### config.mk
export PLATFORM = sky130hd
export DESIGN_NAME = lsu_ctrl
export DESIGN_NICKNAME = d
export VERILOG_FILES = /design/src/rtl/lsu_ctrl.sv
export SDC_FILE = /design/constraint.sdc
export NUM_CORES = 1
export LEC_CHECK = 0
export ABC_AREA = 1
export BUFFER_PORTS_ARGS = -buffer_cell sky130_fd_sc_hd__buf_4
export CORE_ASPECT_RATIO = 1.2
export CORE_UTILIZATION = 50
export CTS_CLUSTER_SIZE = 24
export DETAILED_ROUTE_END_ITERATION = 8
export PLACE_DENSITY = 0.9
export SYNTH_ARGS = -nofsm -noshare
export SYNTH_HDL_FRONTEND = slang
export SYNTH_SLANG_ARGS = --single-unit
export TNS_END_PERCENT = 50
### constraint.sdc
create_clock -name clk -period 6.77 [get_ports clk]
set_clock_uncertainty 0.2 [all_clocks]
set_input_delay 1.354 -clock clk [delete_from_list [all_inputs] [get_ports clk]]
set_output_delay 1.354 -clock clk [all_outputs]
set_load 0.005 [all_outputs]
### src/rtl/lsu_ctrl.sv
// ---------------------------------------------------------------------------
// lsu_ctrl -- load/store unit controller for the MEM stage of an RV32I core.
//
// Accepts one load or store at a time, checks it (illegal funct3, misalignment,
// data-memory range), drives a single-cycle access to an asynchronous-read
// data memory, and returns either an extended load result / store-done pulse
// or a fault pulse.
//
// Ports
//   clk, rst          clock (rising edge), asynchronous active-high reset
//   req_valid/_ready  request handshake; accepted when both are high
//   req_write         1 = store, 0 = load
//   req_funct3        RV32I load/store funct3
//   req_addr          effective byte address
//   req_wdata         store data, right-aligned
//   flush             kills the in-flight access
//   stall             pipeline hold
//   dm_we/_mode/_addr/_wdata  data-memory write port (mode 000 b, 001 h, 010 w)
//   dm_rdata          data-memory asynchronous read data
//   rsp_valid/_data   one-cycle response pulse with extended load data
//   fault/_cause/_addr one-cycle fault pulse, cause (01 misaligned,
//                     10 out of range, 11 illegal funct3), last fault address
// ---------------------------------------------------------------------------
module lsu_ctrl #(
   parameter int unsigned DM_BYTES = 1024
) (
   input  logic        clk,
   input  logic        rst,
   input  logic        req_valid,
   input  logic        req_write,
   input  logic [2:0]  req_funct3,
   input  logic [31:0] req_addr,
   input  logic [31:0] req_wdata,
   input  logic        flush,
   output logic        req_ready,
   output logic        stall,
   output logic        dm_we,
   output logic [2:0]  dm_mode,
   output logic [31:0] dm_addr,
   output logic [31:0] dm_wdata,
   input  logic [31:0] dm_rdata,
   output logic        rsp_valid,
   output logic [31:0] rsp_data,
   output logic        fault,
   output logic [1:0]  fault_cause,
   output logic [31:0] fault_addr
);

   typedef enum logic [1:0] {IDLE, ACCESS, RESP, FAULT} state_t;

   localparam logic [1:0] CAUSE_NONE     = 2'b00;
   localparam logic [1:0] CAUSE_MISALIGN = 2'b01;
   localparam logic [1:0] CAUSE_RANGE    = 2'b10;
   localparam logic [1:0] CAUSE_ILLEGAL  = 2'b11;

   state_t      state_q, state_d;
   logic        write_q, write_d;
   logic [2:0]  funct3_q, funct3_d;
   logic [31:0] addr_q, addr_d;
   logic [31:0] wdata_q, wdata_d;
   logic [31:0] rdata_q, rdata_d;
   logic [1:0]  cause_q, cause_d;
   logic [31:0] fault_addr_q, fault_addr_d;

   logic        accept;
   logic        illegal, misaligned, out_of_range;
   logic [2:0]  size;
   logic [32:0] end_addr;
   logic [1:0]  cause_chk;

   // Request checks, evaluated on the live request inputs in IDLE.
   always_comb begin
      illegal = req_write ? (req_funct3 > 3'b010)
                          : (req_funct3 == 3'b011 || req_funct3[2:1] == 2'b11);
      case (req_funct3[1:0])
         2'b00:   size = 3'd1;
         2'b01:   size = 3'd2;
         default: size = 3'd4;
      endcase
      misaligned = (req_funct3[1:0] == 2'b01 && req_addr[0]) ||
                   (req_funct3[1:0] == 2'b10 && req_addr[1:0] != 2'b00);
      // 33-bit sum so an access near 0xFFFFFFFF cannot wrap back into range.
      end_addr     = {1'b0, req_addr} + {30'd0, size};
      out_of_range = end_addr > 33'(DM_BYTES);
      if (illegal)           cause_chk = CAUSE_ILLEGAL;
      else if (misaligned)   cause_chk = CAUSE_MISALIGN;
      else if (out_of_range) cause_chk = CAUSE_RANGE;
      else                   cause_chk = CAUSE_NONE;
   end

   assign req_ready = (state_q == IDLE) && !flush;
   assign accept    = req_ready && req_valid;

   // NOTE: every variable gets a default before the case so no path leaves it
   // unassigned; otherwise synthesis infers a latch.
   always_comb begin
      state_d      = state_q;
      write_d      = write_q;
      funct3_d     = funct3_q;
      addr_d       = addr_q;
      wdata_d      = wdata_q;
      rdata_d      = rdata_q;
      cause_d      = cause_q;
      fault_addr_d = fault_addr_q;
      case (state_q)
         IDLE: begin
            if (accept) begin
               write_d  = req_write;
               funct3_d = req_funct3;
               addr_d   = req_addr;
               wdata_d  = req_wdata;
               cause_d  = cause_chk;
               state_d  = (cause_chk != CAUSE_NONE) ? FAULT : ACCESS;
            end
         end
         ACCESS: begin
            if (flush) begin
               state_d = IDLE;
            end else begin
               rdata_d = dm_rdata;
               state_d = RESP;
            end
         end
         RESP: state_d = IDLE;
         FAULT: begin
            if (!flush) fault_addr_d = addr_q;
            state_d = IDLE;
         end
         default: state_d = IDLE;
      endcase
   end

   // NOTE: state registers use non-blocking assignments so every flop samples
   // the pre-edge value of the others, independent of statement order.
   always_ff @(posedge clk or posedge rst) begin
      if (rst) begin
         state_q      <= IDLE;
         write_q      <= 1'b0;
         funct3_q     <= 3'b000;
         addr_q       <= 32'd0;
         wdata_q      <= 32'd0;
         rdata_q      <= 32'd0;
         cause_q      <= 2'b00;
         fault_addr_q <= 32'd0;
      end else begin
         state_q      <= state_d;
         write_q      <= write_d;
         funct3_q     <= funct3_d;
         addr_q       <= addr_d;
         wdata_q      <= wdata_d;
         rdata_q      <= rdata_d;
         cause_q      <= cause_d;
         fault_addr_q <= fault_addr_d;
      end
   end

   // Memory port: the registered fields are always visible, only dm_we acts.
   assign dm_we    = (state_q == ACCESS) && write_q && !flush;
   assign dm_addr  = addr_q;
   assign dm_mode  = {1'b0, funct3_q[1:0]};
   assign dm_wdata = wdata_q;

   // RESP and FAULT release the pipeline so it advances with the result.
   assign stall = (state_q == ACCESS) || (state_q == IDLE && req_valid);

   assign rsp_valid = (state_q == RESP) && !flush;

   // Extension looks only at the low bits, whatever the memory put above them.
   always_comb begin
      rsp_data = 32'd0;
      if (!write_q) begin
         case (funct3_q)
            3'b000:  rsp_data = {{24{rdata_q[7]}}, rdata_q[7:0]};
            3'b001:  rsp_data = {{16{rdata_q[15]}}, rdata_q[15:0]};
            3'b100:  rsp_data = {24'd0, rdata_q[7:0]};
            3'b101:  rsp_data = {16'd0, rdata_q[15:0]};
            default: rsp_data = rdata_q;
         endcase
      end
   end

   assign fault       = (state_q == FAULT) && !flush;
   assign fault_cause = cause_q;
   // Show the new address during the pulse itself; the register holds it after.
   assign fault_addr  = fault ? addr_q : fault_addr_q;

endmodule

# == Yosys cells after proc, flatten, opt, wreduce, memory -nomap -nowiden ==
# Cells that the tools add are included.
# totals
register_bits,136
elab_cells,57
output_inout_bits,138
in_bits,104
# classes
add_sub_neg,1
eq_ne,11
bitwise_logic,1
n_lt_le_gt_ge,2
mux,12
n_reduce_logical,22
# ops
op,count
$pmux W32 S4,1
$mux W32,2
$add A32 B3 Y33,1
$gt A33 B11 Y1 const B,1
$mux W2,6
$logic_and A1 B1 Y1,9
$eq A2 B2 Y1 const B,4
$eq A3 B3 Y1 const B,2
$pmux W2 S3,1
$pmux W3 S2,1
$reduce_and A2 Y1,3
$eq A2 B1 Y1 const B,2
$logic_not A2 Y1,2
$reduce_bool A2 Y1,2
$eq A3 B1 Y1 const B,1
$eq A3 B2 Y1 const B,1
$gt A3 B2 Y1 const B,1
$logic_not A3 Y1,1
$logic_or A1 B1 Y1,3
$ne A2 B2 Y1 const B,1
$reduce_or A2 Y1,1
$logic_not A1 Y1,1
$mux W1,1
$not A1 Y1,1

# == Depth between registers and ports, before layout ==
# depth
depth_word,11
ltp_mapped,18
depth_no_buf,18

# == Least setup slack after synthesis ==
# Ideal clock, no wire load.
# synth_path
path_kind,in2out
startpoint,input flush
endpoint,output dm_we
path_slack_ns,3.022
t_required_ns,5.216
path_stages,5
path_buffers,2
t_arrival_ns,2.194
path_cell_list,nor2_1 > nand2_1 > clkbuf_1 > clkbuf_1 > nor2_1
# synth_via
elab_chain_len,2
# synth_lines
element,line_no,text
"start, declared",34,"input logic flush,"
$logic_not A1 Y1,158,assign dm_we = (state_q == ACCESS) && write_q && !flush;
$logic_and A1 B1 Y1,158,
"end, declared",37,"output logic dm_we,"
# Every way passes these cells.

# == Worst setup path after layout ==
# layout_path
startpoint,input flush
endpoint,output fault_addr[6]
# layout_via
elab_chain_len,3
# layout_lines
element,line_no,text
$logic_not A1 Y1,182,assign fault = (state_q == FAULT) && !flush;
$logic_and A1 B1 Y1,182,
$mux W32,185,assign fault_addr = fault ? addr_q : fault_addr_q;
"end, declared",46,output logic [31:0] fault_addr
# Every way passes these cells.

==> metrics <==
Slew @ Worst Pin=1220 ps; crit start category=input port; combinational fraction of design power=37.7%; crit path kind=input port to primary output; Setup crit start=flush; peak supply drop=about 230 uV; First-pass DRT Iterations=5; die area=approximately 14000 um2; Initial DRC Count=434; worst skew pair latency=between 400 and 500 ps; Mapped Avg Cell Area=~7.5 um2; Hold-fix buffers, CTS=0; DR WL/cell=around 15 um; Switching Fraction=between 30 and 40%; Final Cycle Share=between 70 and 80%; RSZ-0062 raised after global routing=false; Post-Syn Nets=~1000; vias in the first global route=around 6300; Synth-to-Final Area Change=38.4%; first-pass GRT wire length=slightly above 30 mm; crit-path most repeated cell=buf_4; CTS tree=yes; number of routed nets with antenna violations=0; Max Buffers Root-to-Sink=2; worst reg2reg startpoint=state_q[0]$_DFFE_PP0P_; reg2reg setup slack=about 4100 ps; Clock Tree Root=clkbuf_16; Hold Vio Cnt, Final=0; YS warnings=0; post-synthesis sequential area ratio=approximately half; gpl congestion=just over 0.9; most frequent cells in the layout=nand2_1, buf_4, dfrtp_1; Die Height=128 um; Pint=~2.5 mW; pwr dens=around 420 nW/um2; diode count=0; pre-CTS WS=between 1500 and 2000 ps; postcts setup bufs=0; row count=45; GRT Residual Overflow=0; CP Data Required Time=approximately 5200 ps; placed inst area=between 8000 and 9000 um2; DRT Wirelength=between 15 and 20 mm; CTS H-tree depth=4; fin nets=about 1200; crit path max fanout=32; core area=12800 um2; post-route total power=between 3 and 4 mW; outcome=finished, final reports clean; Initial Util=between 50% and 60%; post-route cell area=between 9000 and 10000 um2; post-synth top area share=51.2%; synthesized area=6640 um2; Lkg Pwr=approximately 5.1 nW; Net Switching=between 1 and 1.5 mW; Worst slew margin=between 10% and 20%; max cap viols=0; drt drc=0; clock share of power=25.5%; largest net degree at the start of global routing=100; Num CTS Buffers=17; count of pins over their slew limit=0; Cells after Synth=890; Die X=around 110 um; Tmin final=approximately 5100 ps; Synth cell types=29; Hold WC Path Type=register to register; crit-path cells=buf_4, nor3_4, buf_4, clkinv_1, buf_4, o21ai_0, buf_4; Crit-path slowest cell=clkinv_1; initial antenna violation count=0; Finished Layout Cells=1297; IO Port Bufs=240; Finish-stage setup viols=0; vias post-DR=between 6000 and 7000; Hold Startpoint=fault_addr_q[31]$_DFFE_PP0P_; Fmax achieved=198 MHz; setup TNS=0 ps; top cell type by total area after synthesis=dfrtp_1; commonest non-fill, non-tap cell in the layout=nand2_1; Final Util=71.9%; Fin Hold WS=approximately 270 ps; # resized after CTS=0; overall routing resource usage=29.2%; PnR worst setup slack=about 1700 ps; Ports=242; CTS clk-pin slew, worst paths=about 60 ps; Seq pwr share=between 30 and 40%; ranking of synthesized cells by area=dfrtp_1, nand2_1, nor2_1, inv_1, a21oi_1; FF+latch count, synth=136; DP Cell Count=around 1300; Crit. End Element=primary output; max incr delay on CP=approximately 590 ps; layout cells sized above 1=between 20% and 30%; CTS Sinks=136; DP HPWL=about 14 mm; Data arrival, critical path=roughly 3500 ps; vias per cell=between 5 and 6
==> cell families after synthesis <==
group	synth area share (%)
other	0.0565
AO/OA/AOI/OAI	7.50
multiplexers	1.36
flip-flops	51.2
AND/OR/NAND/NOR	31.2
adder cells (fa/ha/maj)	0.867
XOR/XNOR	0.527
buffers and inverters	7.27
==> worst max-delay path: cells and delay by family <==
kind                   cells  cell delay, ps
AOI/OAI and AO/OA          1             270
buffers and inverters      5            1680
and+or+nand+nor            1             180
==> flip-flops by register name, summed over array words and instances (netlist names) <==
name and flops:
dm_wdata 32, funct3_q 3, dm_addr 32, fault_addr_q 32
rdata_q 32, write_q 1, fault_cause 2, state_q 2
==> layout make-up <==
class | count | area (um2)
clock buffers | 18 | 439
repair buffers | 245 | 1840
well taps | 164 | 205
multi-input cells | 629 | 2770
flip-flops and latches | 136 | 3400
inverters | 91 | 347
fillers | 1071 | 3590
clock inverters | 14 | 189
==> routing by layer <==
metal / share of wire (%) / GRT usage, % / vias up
met5: 0 / 0 / -
met4: 1.7 / 9.51 / 0
met3: 6.6 / 5.95 / 33
met2: 53 / 53.3 / 264
met1: 39 / 34.1 / 3078
li1: - / - / 3203
==> path summary, 6_finish.rpt <==
kind,end,depth (start not counted)
worst min register to register,fault_addr_q[31]$_DFFE_PP0P_,2
min in group asynchronous,dm_wdata[23]$_DFFE_PP0P_,2
worst max register to register,fault_addr_q[6]$_DFFE_PP0P_,6
worst min-delay path,fault_addr_q[31]$_DFFE_PP0P_,2
max in group asynchronous,funct3_q[2]$_DFFE_PP0P_,3
worst max-delay path,fault_addr[6],7
==> synthesized netlist by cell type <==
library cell	instances
a21oi_1	54
a21oi_2	1
a2bb2oi_2	1
buf_1	4
buf_2	2
buf_4	3
clkbuf_1	25
clkinv_1	3
conb_1	1
dfrtp_1	136
fa_1	1
ha_1	3
inv_1	88
mux2_2	8
nand2_1	367
nand2_2	4
nand2_4	1
nand3_1	21
nand3_2	1
nand4_1	9
nor2_1	91
nor2_2	9
nor2_4	3
nor3_1	9
nor3_2	1
o21ai_0	36
o21ai_1	3
o21ai_2	1
xor2_1	4
==> power by group through the flow <==
| stage | sequential, mW | combinational (mW) | clock [mW] |
|---|---|---|---|
| floorplan | 1.36 | 0.619 | 0 |
| global placement | 1.40 | 1.40 | 0 |
| detailed placement | 1.41 | 1.44 | 0 |
| CTS | 1.41 | 1.46 | 0.993 |
| global route | 1.45 | 1.59 | 1.03 |
| finish | 1.41 | 1.45 | 0.980 |
Power figures use the tool's default switching activity.
